===== src/rtl/fifo_pkg.sv =====
// Shared constants and helpers for the parametrised synchronous FIFO.
package fifo_pkg;

    localparam int DEF_DATA_W = 32;
    localparam int DEF_DEPTH  = 8;

    function automatic int clog2(input int n);
        int r;
        r = 0;
        while ((1 << r) < n) r++;
        return r;
    endfunction

    // Occupancy must represent 0..DEPTH, one bit wider than an address.
    function automatic int cnt_w(input int depth);
        return clog2(depth) + 1;
    endfunction

endpackage


===== src/rtl/fifo_mem.sv =====
// Simple dual-port register array: synchronous write, asynchronous read.
module fifo_mem
    import fifo_pkg::*;
#(
    parameter int DATA_W = DEF_DATA_W,
    parameter int DEPTH  = DEF_DEPTH,
    parameter int ADDR_W = clog2(DEPTH)
) (
    input  logic              clk,
    input  logic              we,
    input  logic [ADDR_W-1:0] waddr,
    input  logic [DATA_W-1:0] wdata,
    input  logic [ADDR_W-1:0] raddr,
    output logic [DATA_W-1:0] rdata
);

    logic [DATA_W-1:0] mem [DEPTH];

    always_ff @(posedge clk) begin
        if (we) mem[waddr] <= wdata;
    end

    assign rdata = mem[raddr];

endmodule


===== src/rtl/sync_fifo_param.sv =====
// Parametrised single-clock FIFO with count, thresholds and sticky errors.
// Define SYNC_FIFO_FWFT_EN for first-word-fall-through reads.
module sync_fifo_param
    import fifo_pkg::*;
#(
    parameter int DATA_W    = DEF_DATA_W,
    parameter int DEPTH     = DEF_DEPTH,
    parameter int AF_THRESH = 6,
    parameter int AE_THRESH = 1,
    parameter int ADDR_W    = clog2(DEPTH),
    parameter int CNT_W     = cnt_w(DEPTH)
) (
    input  logic              clk,
    input  logic              rst,
    input  logic              wr_en,
    input  logic [DATA_W-1:0] wr_data,
    input  logic              rd_en,
    output logic [DATA_W-1:0] rd_data,
    output logic              rd_valid,
    output logic [CNT_W-1:0]  count,
    output logic              full,
    output logic              empty,
    output logic              almost_full,
    output logic              almost_empty,
    output logic              overflow,
    output logic              underflow
);

    logic [ADDR_W-1:0] wr_ptr;
    logic [ADDR_W-1:0] rd_ptr;
    logic [CNT_W-1:0]  count_nx;
    logic [DATA_W-1:0] mem_rdata;
    logic              push;
    logic              pop;

    assign pop  = rd_en && !empty;
    assign push = wr_en && (!full || pop);

    always_comb begin
        count_nx = count;
        if (push && !pop)
            count_nx = count + CNT_W'(1);
        else if (pop && !push)
            count_nx = count - CNT_W'(1);
    end

    fifo_mem #(
        .DATA_W (DATA_W),
        .DEPTH  (DEPTH),
        .ADDR_W (ADDR_W)
    ) u_mem (
        .clk   (clk),
        .we    (push),
        .waddr (wr_ptr),
        .wdata (wr_data),
        .raddr (rd_ptr),
        .rdata (mem_rdata)
    );

    // Flags are registered from count_nx so they move with count.
    always_ff @(posedge clk) begin
        if (rst) begin
            wr_ptr       <= '0;
            rd_ptr       <= '0;
            count        <= '0;
            full         <= 1'b0;
            empty        <= 1'b1;
            almost_full  <= 1'b0;
            almost_empty <= 1'b1;
            overflow     <= 1'b0;
            underflow    <= 1'b0;
        end else begin
            if (push) wr_ptr <= wr_ptr + ADDR_W'(1);
            if (pop)  rd_ptr <= rd_ptr + ADDR_W'(1);
            count        <= count_nx;
            full         <= (count_nx == CNT_W'(DEPTH));
            empty        <= (count_nx == '0);
            almost_full  <= (count_nx >= CNT_W'(AF_THRESH));
            almost_empty <= (count_nx <= CNT_W'(AE_THRESH));
            if (wr_en && !push) overflow  <= 1'b1;
            if (rd_en && !pop)  underflow <= 1'b1;
        end
    end

`ifdef SYNC_FIFO_FWFT_EN
    assign rd_data  = mem_rdata;
    assign rd_valid = !empty;
`else
    logic [DATA_W-1:0] rd_data_q;
    logic              rd_valid_q;

    always_ff @(posedge clk) begin
        if (rst) begin
            rd_data_q  <= '0;
            rd_valid_q <= 1'b0;
        end else begin
            rd_valid_q <= pop;
            if (pop) rd_data_q <= mem_rdata;
        end
    end

    assign rd_data  = rd_data_q;
    assign rd_valid = rd_valid_q;
`endif

endmodule


===== config.mk =====
export PLATFORM = sky130hd
export DESIGN_NAME = sync_fifo_param
export DESIGN_NICKNAME = d
export VERILOG_FILES = /design/src/rtl/fifo_pkg.sv /design/src/rtl/fifo_mem.sv /design/src/rtl/sync_fifo_param.sv
export SDC_FILE = /design/constraint.sdc
export NUM_CORES = 1
export LEC_CHECK = 0
export ABC_CLOCK_PERIOD_IN_PS = 8800
export CELL_PAD_IN_SITES_DETAIL_PLACEMENT = 0
export CELL_PAD_IN_SITES_GLOBAL_PLACEMENT = 1
export CORE_MARGIN = 1
export CORE_UTILIZATION = 50
export CTS_CLUSTER_DIAMETER = 80
export DETAILED_ROUTE_END_ITERATION = 10
export DONT_BUFFER_PORTS = 1
export PLACE_DENSITY_LB_ADDON = 0.1
export SETUP_SLACK_MARGIN = 0.05
export SKIP_CTS_REPAIR_TIMING = 1
export SLEW_MARGIN = 40
export SYNTH_ARGS = -nofsm -noshare
export SYNTH_HDL_FRONTEND = slang
export SYNTH_SLANG_ARGS = --single-unit

===== constraint.sdc =====
create_clock -name clk -period 8.8 [get_ports clk]
set_clock_uncertainty 0.2 [all_clocks]
set_input_delay 1.76 -clock clk [delete_from_list [all_inputs] [get_ports clk]]
set_output_delay 1.76 -clock clk [all_outputs]
set_load 0.005 [all_outputs]

==> flow_summary.ini, run 1 <==
[logic_synthesis]
yosys.area_share.xor_xnor_pct = 0.3811
yosysWarnings = 0
synth_seq_area_share_pct = 75.44
synth_mux_area_share_pct = 15.85
syn_area_mm2 = 0.01149
synthesis.nets = 605
synth_top_family_by_area = multiplexers
synth.area.top_cells = edfxtp_1 (67%), mux4_2 (13%), dfxtp_1 (8.5%)
synth-seq-cells = 305
syn_inst = 565
synth.distinct_cells = 34
synth_top_cell_by_area = edfxtp_1
synthAdderAreaFrac_pct = 0.4355
synth_top_area_share_pct = 66.90
synth_compound_area_share_pct = 2.570
avgSynthCellArea_um2 = 20.34
synth-simple-area-share_pct = 3.484

[placed_design]
io_buffers = 0
place_hpwl_um = 11940
place_ws_ns = 4.576
placed_cell_area_mm2 = 0.01191
place_congestion = 0.7234

[die]
io_pins = 79
die_h_um = 153.6
fp.dieW_um = 153.6
start_util_pct = 50.91
die_area_mm2 = 0.02359
fp.coreArea_mm2 = 0.02257
rows = 55

[sta]
max_slew.worst_pin.slew_ns = 0.7781
fmax_ghz = 0.2732
rsz0062_at_grt = no
period_share_pct = 41.59
relSlewSlack_pct = 48.13
worst_slack_ns = 5.140
setup_viol = 0
slew_viol_final = 0
finalSetupTns_ns = 0
timing.final.hold_violations = 0
period_needed_ns = 3.660

[final_layout]
final_area_mm2 = 0.01285
multi_input_area_mm2 = 0.002674
area.sequential_mm2 = 0.008677
nNetsFinal = 620
nFillCells = 1678
mostFrequentLayoutCells = edfxtp_1 (256), mux4_2 (64), dfxtp_1 (46), nor2_1 (39), mux2i_1 (35)
area_delta_synth_final_pct = 11.80
diodes = 0
layout_commonest_cell = edfxtp_1
drive_above_1_share_pct = 23.47

[hold_path]
hp-class = flop to flop
whs_path_depth = 2

[clock_tree]
clk_latency_ns = 0.55
cts_made_buffers = 31
cts_root_buf = clkbuf_16
clkTransAtPathRegs_ns = 0.06
clockBufferDepth = 3
htreeDepth = 1
cts_tree = yes
clock_sinks = 305

[critical_path]
arrival_ns = 3.68
crit_type = input port to flop
worst_ep_required_time_ns = 8.82
worstPathMaxFanout = 18
endpoint_kind = flop
start_kind = input port
reg2reg_depth = 5

[power_and_ir_drop]
total_power_mw = 3.341
p_leak_nw = 3.971
ir_drop_v = 0.0001980
power.density_mw_per_mm2 = 260.0

[routing]
drt-initial-drc-count = 269
dr.pass1.iters = 4
viasPerCell = 5.687
drc_errors = 0
routed_wl_um = 20850
vias = 5061
drt-wirelength-per-cell_um = 23.42
ant_nets = 0

[global_route]
grt_max_degree = 70
antenna_found_initial = 0
grt_util_all_layers_pct = 18.14
grt_pass1_wl_um = 31910
grt_pass1_vias = 5232
overflow = 0

[status]
status = completed

[flow_run]
maxCapViolCount = 0
[path summary, 6_finish.rpt]
| kind | startpoint | endpoint | slack [ns] |
|---|---|---|---|
| max | rd_en | u_mem.mem[6][25]$_DFFE_PP_ | 5.14 |
| min | underflow$_SDFFE_PP0P_ | underflow$_SDFFE_PP0P_ | 0.30 |
| max reg2reg | empty$_SDFF_PP1_ | u_mem.mem[6][25]$_DFFE_PP_ | 5.84 |
| min reg2reg | underflow$_SDFFE_PP0P_ | underflow$_SDFFE_PP0P_ | 0.30 |
[logic make-up after synthesis]
logic type | after synthesis
AO/OA/AOI/OAI | 41
XOR/XNOR | 5
adder cells (fa/ha/maj) | 4
buffers and inverters | 35
flip-flops | 305
multiplexers | 101
AND/OR/NAND/NOR | 74
[worst max-delay path: stages]
cell and delay [ns]:
nand2b_1 0.16, a21boi_1 0.48, nand2b_1 0.34, nor2_4 0.52, buf_4 0.41
[flip-flops by register name, indices dropped and copies added, names as in the netlist, 3 cells and up]
signal	cells
count	4
rd_ptr	3
rd_data	32
u_mem.mem	256
wr_ptr	3
[synthesized netlist by cell type]
library cell	instances
a21o_1	1
o21ai_0	1
nor3_1	3
or3_1	1
nand2b_1	6
ha_1	4
buf_4	2
buf_2	10
nand3_1	1
edfxtp_1	256
a211oi_1	32
a21oi_1	3
mux2i_1	35
and4bb_1	1
o21bai_1	1
nor2_1	45
a31oi_1	2
mux4_2	64
nor2b_1	2
nand2_1	6
nor2b_4	2
xnor2_1	3
and2b_1	1
nor4b_4	1
xor2_1	2
dfxtp_1	49
a21boi_1	1
buf_6	8
nor3b_4	1
inv_1	2
clkbuf_1	13
nor3_2	3
mux2_4	2
nor3b_2	1
[report_power, final]
group | internal, mW | switching [mW]
combinational | 0.215 | 0.188
clock | 0.693 | 0.514
sequential | 1.65 | 0.0791
total | 2.56 | 0.781
[stage by stage]
step / std cells / hold WS [ns] / util [%]
after floorplan: 565 / 0.2604 / -
after global placement: 826 / 0.2879 / 52.20
after detailed placement: 832 / 0.2924 / 52.75
after CTS: 890 / 0.3063 / 56.92
after global routing: 890 / 0.3369 / 56.92
final: 890 / 0.2988 / 56.92
[per-layer routing]
| layer | global-route usage, % | vias up | share of wire, % |
|---|---|---|---|
| li1 | - | 2320 | - |
| met1 | 24.96 | 2589 | 44 |
| met2 | 29.72 | 114 | 48 |
| met3 | 3.946 | 38 | 5.2 |
| met4 | 4.429 | 0 | 2.0 |
| met5 | 0 | - | 0 |
[final cells by class]
cell class,count,area share [%]
sequential,305,67.54
multi-input combinational,225,20.81
clock buffer,43,6.545
tap,285,2.776
timing repair buffer,15,1.500
clock inverter,15,0.7694
inverter,2,0.05843
Power figures use the tool's default switching activity.
==> inputs of run 2 (changes only) <==
Settings changed: ABC_CLOCK_PERIOD_IN_PS 8800 to 3100.
Clock period 8.8 ns to 3.1 ns, I/O delays scaled along.
==> run 2 against run 1 <==
Clock power grew to 3.0 times the previous value; sequential power grew to 2.8 times the previous value; combinational power rose to 3.2 times the previous value; via count rose by 5.3%; non-clock buffer count is 48 higher; count of clock-buffer cells in the layout down 6; register-to-register slack got worse by 5.2 ns; critical path type is now flop to flop.
==> flow_summary.ini, run 2 (synthesis results as in run 1) <==
[die]
start_util_pct = 50.91
fp.dieW_um = 153.6
die_h_um = 153.6
fp.coreArea_mm2 = 0.02257
die_area_mm2 = 0.02359
rows = 55
io_pins = 79

[critical_path]
worst_ep_required_time_ns = 3.14
worstPathMaxFanout = 19
crit_start = empty$_SDFF_PP1_
start_kind = flop
crit_end = u_mem.mem[5][6]$_DFFE_PP_
reg2reg_depth = 5
r2r-end = u_mem.mem[5][6]$_DFFE_PP_
r2r-start = empty$_SDFF_PP1_
crit_type = flop to flop
ff2ff_setup_slack_ns = 0.59
arrival_ns = 2.55
endpoint_kind = flop

[global_route]
grt_pass1_vias = 5539
antenna_found_initial = 1
grt_pass1_wl_um = 32980
overflow = 0
grt_util_all_layers_pct = 18.65
grt_max_degree = 68

[clock_tree]
clkTransAtPathRegs_ns = 0.06
clk_latency_ns = 0.55
htreeDepth = 1
clock_sinks = 305
cts_root_buf = clkbuf_16
clockBufferDepth = 3
cts_made_buffers = 31
cts_tree = yes

[routing]
routed_wl_um = 21210
viasPerCell = 5.674
drt-wirelength-per-cell_um = 22.59
drc_errors = 0
vias = 5328
drt-initial-drc-count = 301
ant_nets = 0
dr.pass1.iters = 5

[power_and_ir_drop]
power_frac_comb_pct = 13.2
p_int_mw = 7.469
seq_power_share_pct = 50.2
p_switching_mw = 2.299
ir_drop_v = 0.0004878
p_leak_nw = 4.206
power.density_mw_per_mm2 = 731.9
pwr-share-clk_pct = 36.7
switching_share_pct = 23.53

[flow_run]
maxCapViolCount = 0

[final_layout]
multi_input_area_mm2 = 0.002686
area_delta_synth_final_pct = 16.14
mostFrequentLayoutCells = edfxtp_1 (256), mux4_2 (64), dfxtp_1 (46), nor2_1 (39), mux2i_1 (35)
regMostFlops = u_mem.mem
final_area_mm2 = 0.01335
drive_above_1_share_pct = 24.96
layout_commonest_cell = edfxtp_1
nFillCells = 1658
area.sequential_mm2 = 0.008675
final_cells = 939
largest_reg_flops = 256
nNetsFinal = 668

[sta]
fmax_ghz = 0.3987
timing.final.hold_violations = 0
finalSetupTns_ns = 0
worst_slack_ns = 0.5919
relSlewSlack_pct = 60.36
setup_viol = 0
rsz0062_at_grt = no
period_share_pct = 80.91
period_needed_ns = 2.508
slew_viol_final = 0
max_slew.worst_pin.slew_ns = 0.5946

[placed_design]
dp_cells = 847
place_ws_ns = 0.3956
place_congestion = 0.7385
io_buffers = 0
place_hpwl_um = 12920
placed_cell_area_mm2 = 0.01200

[hold_path]
hp-class = input port to flop
whs_path_depth = 2
hold_path_startpoint = rd_en

[status]
status = completed
run 2: cell count changes in the layout (fill, tap and decap cells not counted), sizes merged, moves of 2 or more:
cell         delta
clkinvlp        +2
bufinv          +2
dlygate4sd3    +32
buf            +16
clkbuf          -6
run 2: layer usage:
metal	vias to the layer above	global-route usage, %	part of all wire (%)
met5	-	0	0
met3	34	3.523	5.4
li1	2434	-	-
met1	2743	25.41	43
met2	117	31.06	50
met4	0	4.952	1.8
run 2: power by group through the flow:
stage	Clock [mW]	Combinational [mW]	Sequential (mW)
after floorplan	0	1.05	4.87
after global placement	0	1.21	4.99
after detailed placement	0	1.22	5.00
after CTS	3.67	1.23	4.91
after global routing	3.82	1.43	4.94
final	3.58	1.28	4.90
run 2: worst min-delay path by stage:
stage | endpoint | slack (ns)
after floorplan | underflow$_SDFFE_PP0P_ | 0.26
after global placement | underflow$_SDFFE_PP0P_ | 0.29
after detailed placement | underflow$_SDFFE_PP0P_ | 0.29
after CTS | rd_ptr[1]$_SDFFE_PP0P_ | -0.09
after global routing | underflow$_SDFFE_PP0P_ | 0.005
final | underflow$_SDFFE_PP0P_ | 0.02
run 2: final cells by class:
class | count | area share (%)
inverters | 2 | 0.05625
repair buffers | 63 | 4.669
flip-flops and latches | 305 | 65.00
clock buffers | 37 | 6.057
multi-input cells | 225 | 20.13
clock inverters | 21 | 1.397
well taps | 285 | 2.672
diodes | 1 | 0.01875
run 2: metrics by stage:
| step | hold slack (ns) | utilization [%] | power, mW |
|---|---|---|---|
| 2_1_floorplan | 0.2604 | - | 5.929 |
| 3_3_place_gp | 0.2915 | 53.17 | 6.195 |
| 3_5_place_dp | 0.2898 | 53.17 | 6.218 |
| 4_1_cts | -0.09044 | 57.57 | 9.811 |
| 5_1_grt | 0.005409 | 59.12 | 10.18 |
| 6_report | 0.01957 | 59.12 | 9.768 |
run 2: worst max-delay path, stage by stage (launching register included):
cell	delay [ns]
dfxtp_1	0.37
nand2b_1	0.18
a21boi_1	0.42
nand2_1	0.36
nor2_4	0.41
buf_12	0.24
==> inputs of run 3 (changes only) <==
Settings changed: ABC_CLOCK_PERIOD_IN_PS 3100 to 2200.
Clock period 3.1 ns to 2.2 ns, I/O delays scaled along.
==> run 3 against run 2 <==
The run now ends with hold timing left; core utilization increased by 0.55 points; routed wire length decreased by 0.11%; via count decreased by 1.1%; critical path type is now input port to flop; largest power group unchanged; highest routed layer unchanged.
==> flow_summary.ini, run 3 (synthesis results as in run 1) <==
[clock_tree]
clkTransAtPathRegs_ns = 0.06
cts_root_buf = clkbuf_16
cts_tree = yes
clk_latency_ns = 0.55
cts_made_buffers = 30
htreeDepth = 1
clockBufferDepth = 3
clock_sinks = 305

[die]
start_util_pct = 50.91
fp.coreArea_mm2 = 0.02257
die_h_um = 153.6
rows = 55
die_area_mm2 = 0.02359
fp.dieW_um = 153.6
io_pins = 79

[final_layout]
post-route-util_pct = 59.67
final_area_mm2 = 0.01347
final_cells = 930
area_delta_synth_final_pct = 17.21
mostFrequentLayoutCells = edfxtp_1 (256), mux4_2 (64), dfxtp_1 (46), nor2_1 (39), mux2i_1 (35)
layout_commonest_cell = edfxtp_1
largest_reg_flops = 256
regMostFlops = u_mem.mem
nFillCells = 1681
nNetsFinal = 661
drive_above_1_share_pct = 24.53

[status]
violations = hold timing
status = finished, violations left

[placed_design]
dp_cells = 839
placed_cell_area_mm2 = 0.01214
place_ws_ns = 0.1511
place_congestion = 0.7085
place_hpwl_um = 11600
io_buffers = 0

[hold_path]
hp-class = input port to flop
hold_path_startpoint = rst
whs_path_depth = 2
worstHoldEndpoint = empty$_SDFF_PP1_

[critical_path]
r2r-start = count[1]$_SDFF_PP0_
worst_ep_required_time_ns = 2.23
endpoint_kind = flop
crit_top_cell = nand2b_4
arrival_ns = 2.08
ff2ff_setup_slack_ns = 0.17
r2r-end = almost_full$_SDFF_PP0_
max_stage_delay_ns = 0.60
worstPathCellList = dlygate4sd3_1, nand2b_4, a21boi_4, nand2b_4, nor3_4, buf_12
start_kind = input port
crit_type = input port to flop
timing.critical_path.max_delay_family = buffers and inverters
cp_num_buf_inv = 2
slowest_stage = dlygate4sd3_1
reg2reg_depth = 6
worstPathMaxFanout = 32

[sta]
rsz0062_at_grt = no
slew_viol_final = 0
timing.final.hold_violations = 1
period_needed_ns = 2.047
finalSetupTns_ns = 0
worst_slack_ns = 0.1527
relSlewSlack_pct = 62.88
max_slew.worst_pin.slew_ns = 0.5568
period_share_pct = 93.06
fmax_ghz = 0.4885
setup_viol = 0
whs_ns = -0.002749

[routing]
ant_nets = 0
dr.pass1.iters = 4
drt-initial-drc-count = 315
drc_errors = 0
routed_wl_um = 21190
viasPerCell = 5.663
vias = 5267
drt-wirelength-per-cell_um = 22.78

[power_and_ir_drop]
total_power_mw = 13.62
p_leak_nw = 4.222
switching_share_pct = 23.55
ir_drop_v = 0.0006464
power_frac_comb_pct = 13.9
seq_power_share_pct = 50.2
pwr-share-clk_pct = 35.9
power.density_mw_per_mm2 = 1011
p_switching_mw = 3.208
p_int_mw = 10.41

[global_route]
overflow = 0
grt_util_all_layers_pct = 18.44
antenna_found_initial = 1
grt_pass1_vias = 5528
grt_pass1_wl_um = 32430
grt_max_degree = 48

[flow_run]
maxCapViolCount = 0
## run 3: how the worst max path moves through the flow
| stage | from | endpoint | cells past startpoint |
|---|---|---|---|
| floorplan | rd_en | u_mem.mem[0][0]$_DFFE_PP_ | 5 |
| global placement | rd_ptr[0]$_SDFFE_PP0P_ | rd_data[11]$_SDFFE_PP0P_ | 4 |
| detailed placement | empty$_SDFF_PP1_ | u_mem.mem[1][17]$_DFFE_PP_ | 5 |
| CTS | rd_ptr[0]$_SDFFE_PP0P_ | rd_data[11]$_SDFFE_PP0P_ | 4 |
| global route | rd_ptr[0]$_SDFFE_PP0P_ | rd_data[11]$_SDFFE_PP0P_ | 4 |
| finish | rd_en | u_mem.mem[0][7]$_DFFE_PP_ | 6 |
## run 3: routing by layer
| layer | track usage (%) | share of wire, % |
|---|---|---|
| met1 | 25.36 | 45 |
| met2 | 30.26 | 49 |
| met3 | 3.890 | 4.3 |
| met4 | 4.714 | 1.9 |
| met5 | 0 | 0 |
## run 3: power by group through the flow
| stage | clock network, mW | registers [mW] | logic [mW] |
|---|---|---|---|
| after global placement | 0 | 6.96 | 1.78 |
| after detailed placement | 0 | 6.98 | 1.80 |
| after CTS | 4.98 | 6.85 | 1.81 |
| final | 4.88 | 6.84 | 1.89 |
| after floorplan | 0 | 6.87 | 1.52 |
| after global routing | 5.21 | 6.88 | 2.08 |
## run 3: layout make-up
class	count	area, µm²	share of cell area, %
inverters	2	7.507	0.05574
diodes	1	2.502	0.01858
well taps	285	356.6	2.647
flip-flops and latches	305	8677	64.42
clock inverters	9	81.33	0.6038
multi-input cells	225	2720	20.20
clock buffers	46	870.8	6.465
repair buffers	57	753.2	5.592
## run 3: worst register-to-register path: stages (launching register included)
cell and delay [ns]:
dfxtp_1 0.45, inv_1 0.10, ha_1 0.31, mux2_4 0.26, mux2_4 0.29, nor2b_4 0.15, a21o_1 0.18
